--- config.mk ---
export PLATFORM = sky130hd
export DESIGN_NAME = vga_timing_gen
export DESIGN_NICKNAME = d
export VERILOG_FILES = /design/src/rtl/vga_timing_pkg.sv /design/src/rtl/vga_axis_counter.sv /design/src/rtl/vga_timing_gen.sv
export SDC_FILE = /design/constraint.sdc
export NUM_CORES = 1
export LEC_CHECK = 0
export ABC_AREA = 1
export BUFFER_PORTS_ARGS = -buffer_cell sky130_fd_sc_hd__buf_4
export CAP_MARGIN = 20
export CELL_PAD_IN_SITES_DETAIL_PLACEMENT = 1
export CELL_PAD_IN_SITES_GLOBAL_PLACEMENT = 1
export CORE_MARGIN = 1.5
export CORE_UTILIZATION = 30
export CTS_CLUSTER_DIAMETER = 80
export DETAILED_ROUTE_END_ITERATION = 10
export PLACE_DENSITY = 0.67
export SYNTH_ARGS = -nofsm -noshare
export SYNTH_HDL_FRONTEND = slang
export SYNTH_HIERARCHICAL = 1
export SYNTH_SLANG_ARGS = --single-unit
--- constraint.sdc ---
create_clock -name clk -period 2.2 [get_ports clk]
set_input_delay 0.44 -clock clk [delete_from_list [all_inputs] [get_ports clk]]
set_output_delay 0.44 -clock clk [all_outputs]
set_load 0.05 [all_outputs]
--- src/rtl/vga_timing_pkg.sv ---
// Shared VGA 640x480@60 timing constants and counter width for the raster
// generator and every block that consumes its h/v counters.
package vga_timing_pkg;
  localparam int CNT_W = 10;

  localparam int H_SYNC_D   = 96;
  localparam int H_BP_D     = 48;
  localparam int H_ACTIVE_D = 640;
  localparam int H_FP_D     = 16;
  localparam int V_SYNC_D   = 2;
  localparam int V_BP_D     = 33;
  localparam int V_ACTIVE_D = 480;
  localparam int V_FP_D     = 10;

  localparam int H_TOTAL = H_SYNC_D + H_BP_D + H_ACTIVE_D + H_FP_D;
  localparam int V_TOTAL = V_SYNC_D + V_BP_D + V_ACTIVE_D + V_FP_D;

  // Active window bounds in raw counter space: [START, END)
  localparam int H_ACT_START = H_SYNC_D + H_BP_D;
  localparam int H_ACT_END   = H_ACT_START + H_ACTIVE_D;
  localparam int V_ACT_START = V_SYNC_D + V_BP_D;
  localparam int V_ACT_END   = V_ACT_START + V_ACTIVE_D;
endpackage

--- src/rtl/vga_axis_counter.sv ---
// One raster axis: wrapping position counter plus sync/active decodes of the
// value the counter is about to take, so the parent can register them in step.
module vga_axis_counter
  import vga_timing_pkg::*;
#(
  parameter int SYNC   = 96,
  parameter int BP     = 48,
  parameter int ACTIVE = 640,
  parameter int FP     = 16
) (
  input  logic             clk,
  input  logic             reset,
  input  logic             adv,
  output logic [CNT_W-1:0] count,
  output logic [CNT_W-1:0] count_nxt,
  output logic             wrap,
  output logic             sync_n,
  output logic             active
);
  localparam int TOTAL = SYNC + BP + ACTIVE + FP;
  localparam logic [CNT_W-1:0] LAST     = CNT_W'(TOTAL - 1);
  localparam logic [CNT_W-1:0] SYNC_END = CNT_W'(SYNC);
  localparam logic [CNT_W-1:0] A_START  = CNT_W'(SYNC + BP);
  localparam logic [CNT_W-1:0] A_END    = CNT_W'(SYNC + BP + ACTIVE);

  assign wrap = adv && (count == LAST);

  always_comb begin
    count_nxt = count;
    if (adv) count_nxt = (count == LAST) ? '0 : count + 1'b1;
  end

  assign sync_n = (count_nxt >= SYNC_END);
  assign active = (count_nxt >= A_START) && (count_nxt < A_END);

  always_ff @(posedge clk or negedge reset) begin
    if (!reset) count <= '0;
    else        count <= count_nxt;
  end
endmodule

--- src/rtl/vga_timing_gen.sv ---
// VGA raster source: clk/2 pixel clock, h/v counters including sync and porch,
// registered sync/blank/pixel decodes aligned with the counters, line/frame ticks.
module vga_timing_gen
  import vga_timing_pkg::*;
#(
  parameter int H_SYNC   = H_SYNC_D,
  parameter int H_BP     = H_BP_D,
  parameter int H_ACTIVE = H_ACTIVE_D,
  parameter int H_FP     = H_FP_D,
  parameter int V_SYNC   = V_SYNC_D,
  parameter int V_BP     = V_BP_D,
  parameter int V_ACTIVE = V_ACTIVE_D,
  parameter int V_FP     = V_FP_D
) (
  input  logic             clk,
  input  logic             reset,
  output logic [CNT_W-1:0] h_counter,
  output logic [CNT_W-1:0] v_counter,
  output logic [CNT_W-1:0] pixel_x,
  output logic [CNT_W-1:0] pixel_y,
  output logic             VGA_CLK,
  output logic             VGA_HS,
  output logic             VGA_VS,
  output logic             VGA_BLANK_N,
  output logic             VGA_SYNC_N,
  output logic             line_tick,
  output logic             frame_tick
);
  localparam logic [CNT_W-1:0] H_OFF = CNT_W'(H_SYNC + H_BP);
  localparam logic [CNT_W-1:0] V_OFF = CNT_W'(V_SYNC + V_BP);

  logic             div;
  logic             pix_en;
  logic [CNT_W-1:0] h_nxt, v_nxt;
  logic             h_wrap, v_wrap;
  logic             h_sync_n, v_sync_n;
  logic             h_act, v_act, act_nxt;

  assign pix_en = div;

  vga_axis_counter #(.SYNC(H_SYNC), .BP(H_BP), .ACTIVE(H_ACTIVE), .FP(H_FP)) u_h (
    .clk(clk), .reset(reset), .adv(pix_en),
    .count(h_counter), .count_nxt(h_nxt), .wrap(h_wrap),
    .sync_n(h_sync_n), .active(h_act)
  );

  // Vertical axis steps only on the horizontal wrap, so its wrap implies a frame end.
  vga_axis_counter #(.SYNC(V_SYNC), .BP(V_BP), .ACTIVE(V_ACTIVE), .FP(V_FP)) u_v (
    .clk(clk), .reset(reset), .adv(h_wrap),
    .count(v_counter), .count_nxt(v_nxt), .wrap(v_wrap),
    .sync_n(v_sync_n), .active(v_act)
  );

  assign act_nxt    = h_act && v_act;
  assign VGA_CLK    = div;
  assign VGA_SYNC_N = 1'b0;

  always_ff @(posedge clk or negedge reset) begin
    if (!reset) begin
      div         <= 1'b0;
      VGA_HS      <= 1'b0;
      VGA_VS      <= 1'b0;
      VGA_BLANK_N <= 1'b0;
      pixel_x     <= '0;
      pixel_y     <= '0;
      line_tick   <= 1'b0;
      frame_tick  <= 1'b0;
    end else begin
      div         <= ~div;
      VGA_HS      <= h_sync_n;
      VGA_VS      <= v_sync_n;
      VGA_BLANK_N <= act_nxt;
      pixel_x     <= act_nxt ? h_nxt - H_OFF : '0;
      pixel_y     <= act_nxt ? v_nxt - V_OFF : '0;
      line_tick   <= h_wrap;
      frame_tick  <= v_wrap;
    end
  end
endmodule

==> results of run 1 <==
worst paths after layout:
| path | from | end | slack, ps | cells after the start |
|---|---|---|---|---|
| worst max-delay path | u_h/count[0]$_DFF_PN0_ | pixel_x[7]$_DFF_PN0_ | -90 | 20 |
| worst min-delay path | reset | VGA_BLANK_N$_DFF_PN0_ | 140 | 1 |
| worst max register to register | u_h/count[0]$_DFF_PN0_ | pixel_x[7]$_DFF_PN0_ | -90 | 20 |
| worst min register to register | VGA_CLK$_DFF_PN0_ | VGA_CLK$_DFF_PN0_ | 630 | 2 |
| max in group asynchronous | reset | u_h/count[1]$_DFF_PN0_ | 1640 | 1 |
| min in group clk | VGA_CLK$_DFF_PN0_ | VGA_CLK$_DFF_PN0_ | 630 | 2 |
registers in the layout, indices dropped and copies added (netlist names):
| name | count |
|---|---|
| line_tick | 1 |
| VGA_HS | 1 |
| VGA_CLK | 1 |
| VGA_BLANK_N | 1 |
| frame_tick | 1 |
| pixel_x | 10 |
| u_v/count | 10 |
| VGA_VS | 1 |
| pixel_y | 10 |
| u_h/count | 10 |
layer usage:
metal	routed length, um	vias to the layer above	GRT usage (%)
li1	-	1190	-
met1	3144	1172	20.72
met2	3593	38	30.32
met3	226	10	2.871
met4	112	0	5.846
met5	0	-	0
synth_stat cells (2+ instances only):
master,count,area [um2]
nand4_1,7,43.79
o21ai_0,3,15.01
nor2_1,47,176.4
inv_1,64,240.2
buf_4,2,15.01
ha_1,5,62.56
inv_2,2,7.510
dfrtp_1,46,1151
nor2_2,4,25.02
nand3_1,23,115.1
xor2_1,6,52.55
nand2_2,7,43.79
a21oi_1,5,25.02
nand3_2,10,100.1
nand2_1,84,315.3
o21ai_1,4,20.02
nor2_4,4,45.04
cell families after synthesis:
group | synth area share [%]
fa+ha+maj | 2.449
simple gates | 35.65
other cells | 0.1468
buf+inv | 11.61
compound gates | 3.036
flops | 45.05
xor+xnor | 2.057
power by group:
part           internal, W  total [W]  switching (W)  leakage, nW
logic           0.00000116  0.0000209      0.0000197         1.42
registers         0.000845   0.000845              0        0.614
clock network     0.000254   0.000561       0.000307       0.0482
total              0.00110    0.00143       0.000327         2.08
metrics by stage:
stage / power [W] / std cells / hold slack [ps]
6_report: 0.001427 / 533 / 135.3
5_1_grt: 0.001473 / 533 / 187.1
4_1_cts: 0.001442 / 530 / 162.6
3_5_place_dp: 0.0008841 / 520 / 492.0
3_3_place_gp: 0.0008838 / 520 / 487.1
2_1_floorplan: 0.0008667 / 334 / 144.4
final cells by class:
| type | instances | area share (%) |
|---|---|---|
| clock buffer | 7 | 2.427 |
| clock inverter | 1 | 0.1407 |
| inverter | 67 | 7.527 |
| multi-input combinational | 217 | 34.19 |
| sequential | 46 | 32.71 |
| tap | 105 | 3.693 |
| timing repair buffer | 90 | 19.31 |
timing repair:
| action | in CTS | in global routing |
|---|---|---|
| buffers inserted | 2 | 3 |
| endpoints found under the setup margin | 21 | 22 |
| pin swaps | 4 | 9 |
| resized for setup | 12 | 21 |
==> results_dict.tcl, run 1 <==
set metrics [dict create \
    clkTransAtPathRegs_ps 90 \
    finalInstanceArea_um2 3557 \
    hold_violations 0 \
    tightest_slew_ps 586.9 \
    yosysUniqueCellTypes 28 \
    max-cap-violations 0 \
    crit_chain "ha_4 > nand2_1 > nor2_1 > nand4_1 > inv_2 > buf_6 > nand2_4 > nor2_2 > nor2_1 > nor2_1 > nand2_1 > nand3_2 > nor2_2 > nand2_1 > nand2_1 > nor2_2 > nand2_2 > inv_4 > nand2_1 > nor2_1" \
    io_buffers 47 \
    final.setup.tns_ps -1230 \
    antenna_found_initial 0 \
    dpl.hpwl_um 5533 \
    leakage_nw 2.082 \
    min-delay-path-class "input pin to async pin" \
    grt_start_max_net_pins 47 \
    core_um2 8217 \
    rsz0062_at_grt "true" \
    ff_latch_area_um2 1164 \
    wl_per_cell_um 13.28 \
    synth_ff_type "dfrtp_1" \
    cp-end-kind "register" \
    fin_crit_sh_pct 104.0 \
    fillerInstances 1021 \
    insertedDiodeCount 0 \
    firstDrtPassIters 4 \
    cts_sinks 46 \
    slew_viol_final 0 \
    dp_slack_ps -191.9 \
    ios 49 \
    post_dp_cell_area_um2 3331 \
    status "finished, violations left" \
    startpoint_type "register" \
    final_util_pct 43.29 \
    syn-num-nets 341 \
    grt_overflow 0 \
    gp_congestion 0.8190 \
    dr_total_vias 2410 \
    fin_crit_ps 2287 \
    die_h_um 95.29 \
    synthCells 334 \
    cts_buffer_depth 2 \
    nets 434 \
    crit_buf_inv 3 \
    htreeDepth 2 \
    layout_commonest_cell "buf_4" \
    slowest_stage "dfrtp_2" \
    crit_fanout 8 \
    drt_first_iter_violations 49 \
    multi_input_area_um2 1216 \
    pwr_density_cell_nw_per_um2 401.1 \
    setup_violations 21 \
    drcViolationCount 0 \
    arrival_ps 2530 \
    initial_core_util_pct 31.09 \
    clock_latency_ps 310 \
    most-common-layout-cells "buf_4, nand2_1, inv_1" \
    finClkSkew_ps 6.066 \
    fp.dieW_um 95.29 \
    slowest_delay_ps 400 \
    yosysSeqAreaShare_pct 45.05 \
    ys_async_sr_fraction_pct 100.0 \
    crit_type "register to register" \
    wirelength_um 7076 \
    setup_slack_ps -87.03 \
    drive_gt1_share_pct 39.25 \
    avgSynthCellArea_um2 7.650 \
    syn2layout_area_growth_pct 39.23 \
    required_ps 2440 \
    ys_ff_latch 46 \
    grt_use_total_pct 17.09 \
    failed_checks "negative setup slack" \
    yosys_warnings 6 \
    grt_pass1_wl_um 11920 \
    crit_family "simple AND/OR/NAND/NOR gates" \
    numCtsBuffers 5 \
    root_buffer "clkbuf_8" \
    cts_hold_buffers 0 \
    synthesis.area_um2 2555 \
    cp_common_cell "nand2_1" \
    fmaxAchievable_ghz 0.4372 \
    slew_headroom_pct 60.87 \
    avgViaCountPerCell 4.522 \
    final_antenna_net_count 0 \
    grt_pass1_vias 2532 \
    std_cell_rows 33 \
    ir_drop_mv 0.2596 \
    cts_tree "built" \
    die-area_um2 9079 \
    synth-edff-count 0 \
]
No activity file was read; power rests on OpenSTA's default activity.
==> run 2, diff against run 1 <==
--- a/config.mk
+++ b/config.mk
@@ -15,6 +15,7 @@
 export CTS_CLUSTER_DIAMETER = 80
 export DETAILED_ROUTE_END_ITERATION = 10
 export PLACE_DENSITY = 0.67
+export SETUP_SLACK_MARGIN = 0.05
 export SYNTH_ARGS = -nofsm -noshare
 export SYNTH_HDL_FRONTEND = slang
 export SYNTH_HIERARCHICAL = 1
==> constraint.sdc (replaced) <==
create_clock -name clk -period 2.2 [get_ports clk]
set_input_delay 0.11 -clock clk [delete_from_list [all_inputs] [get_ports clk]]
set_output_delay 0.11 -clock clk [all_outputs]
set_load 0.05 [all_outputs]
==> run 2 against run 1 <==
Against the previous run:
- the run still ends with negative setup slack left
- non-clock buffer count rose by 1
- power about the same
- count of clock-buffer cells in the layout stayed put
- sequential share of layout area fell by 0.092 points
- sequential cell count unchanged
- first-iteration DRC count shrank 8.2%
- cell area is 0.28% higher
- sequential power about the same
- die area stayed put
- clock skew is essentially flat
- via count grew 0.17%
- critical path type unchanged
- largest cell class unchanged
==> results_dict.tcl, run 2 (synthesized netlist as in run 1, its figures left out) <==
set metrics [dict create \
    most-common-layout-cells "buf_4, nand2_1, inv_1" \
    failed_checks "negative setup slack" \
    crit_chain "ha_4 > nand2_1 > nor2_1 > nand4_1 > inv_2 > buf_6 > nand2_4 > nor2_2 > nor2_1 > nor2_1 > nand2_1 > nand3_2 > nor2_2 > nand2_1 > nand2_1 > nor2_2 > nand2_2 > inv_4 > nand2_1 > nor2_1" \
    slowest_stage "dfrtp_2" \
    syn2layout_area_growth_pct 39.62 \
    grt_pass1_wl_um 11930 \
    crit_family "simple AND/OR/NAND/NOR gates" \
    r2r-end "pixel_x[7]$_DFF_PN0_" \
    cts_tree "built" \
    nets 435 \
    tightest_slew_ps 588.6 \
    p_clk_share_pct 39.3 \
    p_comb_share_pct 1.6 \
    grt_pass1_vias 2540 \
    die_h_um 95.29 \
    die-area_um2 9079 \
    dp_slack_ps -191.9 \
    dp.cells 520 \
    hold_violations 0 \
    grt_use_total_pct 17.10 \
    drive_gt1_share_pct 39.16 \
    clkTransAtPathRegs_ps 90 \
    final_util_pct 43.41 \
    gp_congestion 0.8190 \
    clock_latency_ps 310 \
    antenna_found_initial 0 \
    final_antenna_net_count 0 \
    pwr-share-seq_pct 59.1 \
    drt_first_iter_violations 45 \
    pwr_density_cell_nw_per_um2 400.4 \
    holdWs_ps 346.0 \
    r2r_slack_ps -90 \
    slew_headroom_pct 60.76 \
    cp_common_cell "nand2_1" \
    multi_input_area_um2 1216 \
    wl_per_cell_um 13.26 \
    numCtsBuffers 5 \
    fin_cells 534 \
    switching_power_w 0.0003270 \
    ff_latch_area_um2 1164 \
    wirelength_um 7081 \
    worst-r2r-cell-count 20 \
    crit_buf_inv 3 \
    dr_total_vias 2414 \
    std_cell_rows 33 \
    crit_type "register to register" \
    ir_drop_mv 0.2596 \
    io_buffers 47 \
    crit_fanout 8 \
    dpl.hpwl_um 5533 \
    cp-end-kind "register" \
    ios 49 \
    htreeDepth 2 \
    r2r_start "u_h/count[0]$_DFF_PN0_" \
    core_um2 8217 \
    drcViolationCount 0 \
    grt_overflow 0 \
    slew_viol_final 0 \
    fmaxAchievable_ghz 0.4372 \
    avgViaCountPerCell 4.521 \
    insertedDiodeCount 0 \
    cts_sinks 46 \
    fillerInstances 1021 \
    fin_crit_sh_pct 104.0 \
    firstDrtPassIters 4 \
    required_ps 2440 \
    min-delay-path-class "input pin to async pin" \
    startpoint_type "register" \
    layout_commonest_cell "buf_4" \
    root_buffer "clkbuf_8" \
    rsz0062_at_grt "true" \
    max-cap-violations 0 \
    finClkSkew_ps 6.066 \
    p_int_w 0.001101 \
    setup_slack_ps -87.17 \
    switching_share_pct 22.90 \
    fin_crit_ps 2287 \
    status "finished, violations left" \
    grt_start_max_net_pins 47 \
    setup_violations 21 \
    fp.dieW_um 95.29 \
    initial_core_util_pct 31.09 \
    leakage_nw 2.086 \
    slowest_delay_ps 400 \
    cts_buffer_depth 2 \
    arrival_ps 2530 \
]
## run 2: cell types whose count changed in the layout (fill, tap and decap cells not counted)
cell / delta
dlygate4sd3_1: +1
## run 2: metal layers
layer / vias to the layer above / track usage [%] / part of all wire (%)
li1: 1192 / - / -
met4: 0 / 5.846 / 1.6
met3: 10 / 2.871 / 3.2
met2: 38 / 30.38 / 51
met1: 1174 / 20.72 / 44
met5: - / 0 / 0
## run 2: worst max-delay path by stage
stage	from	endpoint	slack (ps)	cells past startpoint
2_1_floorplan	u_h/count[1]$_DFF_PN0_	pixel_y[2]$_DFF_PN0_	-220	20
3_3_place_gp	u_h/count[7]$_DFF_PN0_	pixel_x[4]$_DFF_PN0_	-100	17
3_5_place_dp	u_h/count[7]$_DFF_PN0_	pixel_y[2]$_DFF_PN0_	-190	20
4_1_cts	u_h/count[1]$_DFF_PN0_	pixel_y[2]$_DFF_PN0_	-90	19
5_1_grt	u_h/count[0]$_DFF_PN0_	pixel_y[4]$_DFF_PN0_	-300	19
6_report	u_h/count[0]$_DFF_PN0_	pixel_x[7]$_DFF_PN0_	-90	20
## run 2: through the flow
stage                     setup TNS, ps  power (W)  cell area (um2)
final                             -1233   0.001428             3567
after global routing              -5956   0.001474             3567
after CTS                         -1130   0.001443             3487
after detailed placement          -2574  0.0008841             3331
after global placement           -661.1  0.0008838             3331
after floorplan                   -3019  0.0008667             2603
## run 2: cell type report
cell class                 count  area share (%)
multi-input combinational    217           34.09
inverter                      67           7.506
clock buffer                   7           2.420
clock inverter                 1          0.1403
timing repair buffer          91           19.54
sequential                    46           32.62
tap                          105           3.683
## run 2: power groups by stage
stage	sequential (W)	clock, W	combinational, W
finish	0.000845	0.000561	0.0000223
global route	0.000845	0.000603	0.0000267
CTS	0.000845	0.000574	0.0000242
detailed placement	0.000861	0	0.0000227
global placement	0.000861	0	0.0000224
floorplan	0.000862	0	0.00000509
## run 2: timing repair
action / 4_1_cts / 5_1_grt
hold buffers: 1 / 0
setup endpoints to repair: 21 / 22
buffers inserted: 2 / 3
endpoints found under the hold margin: 46 / 0
pin swaps: 4 / 9
resized for setup: 13 / 20
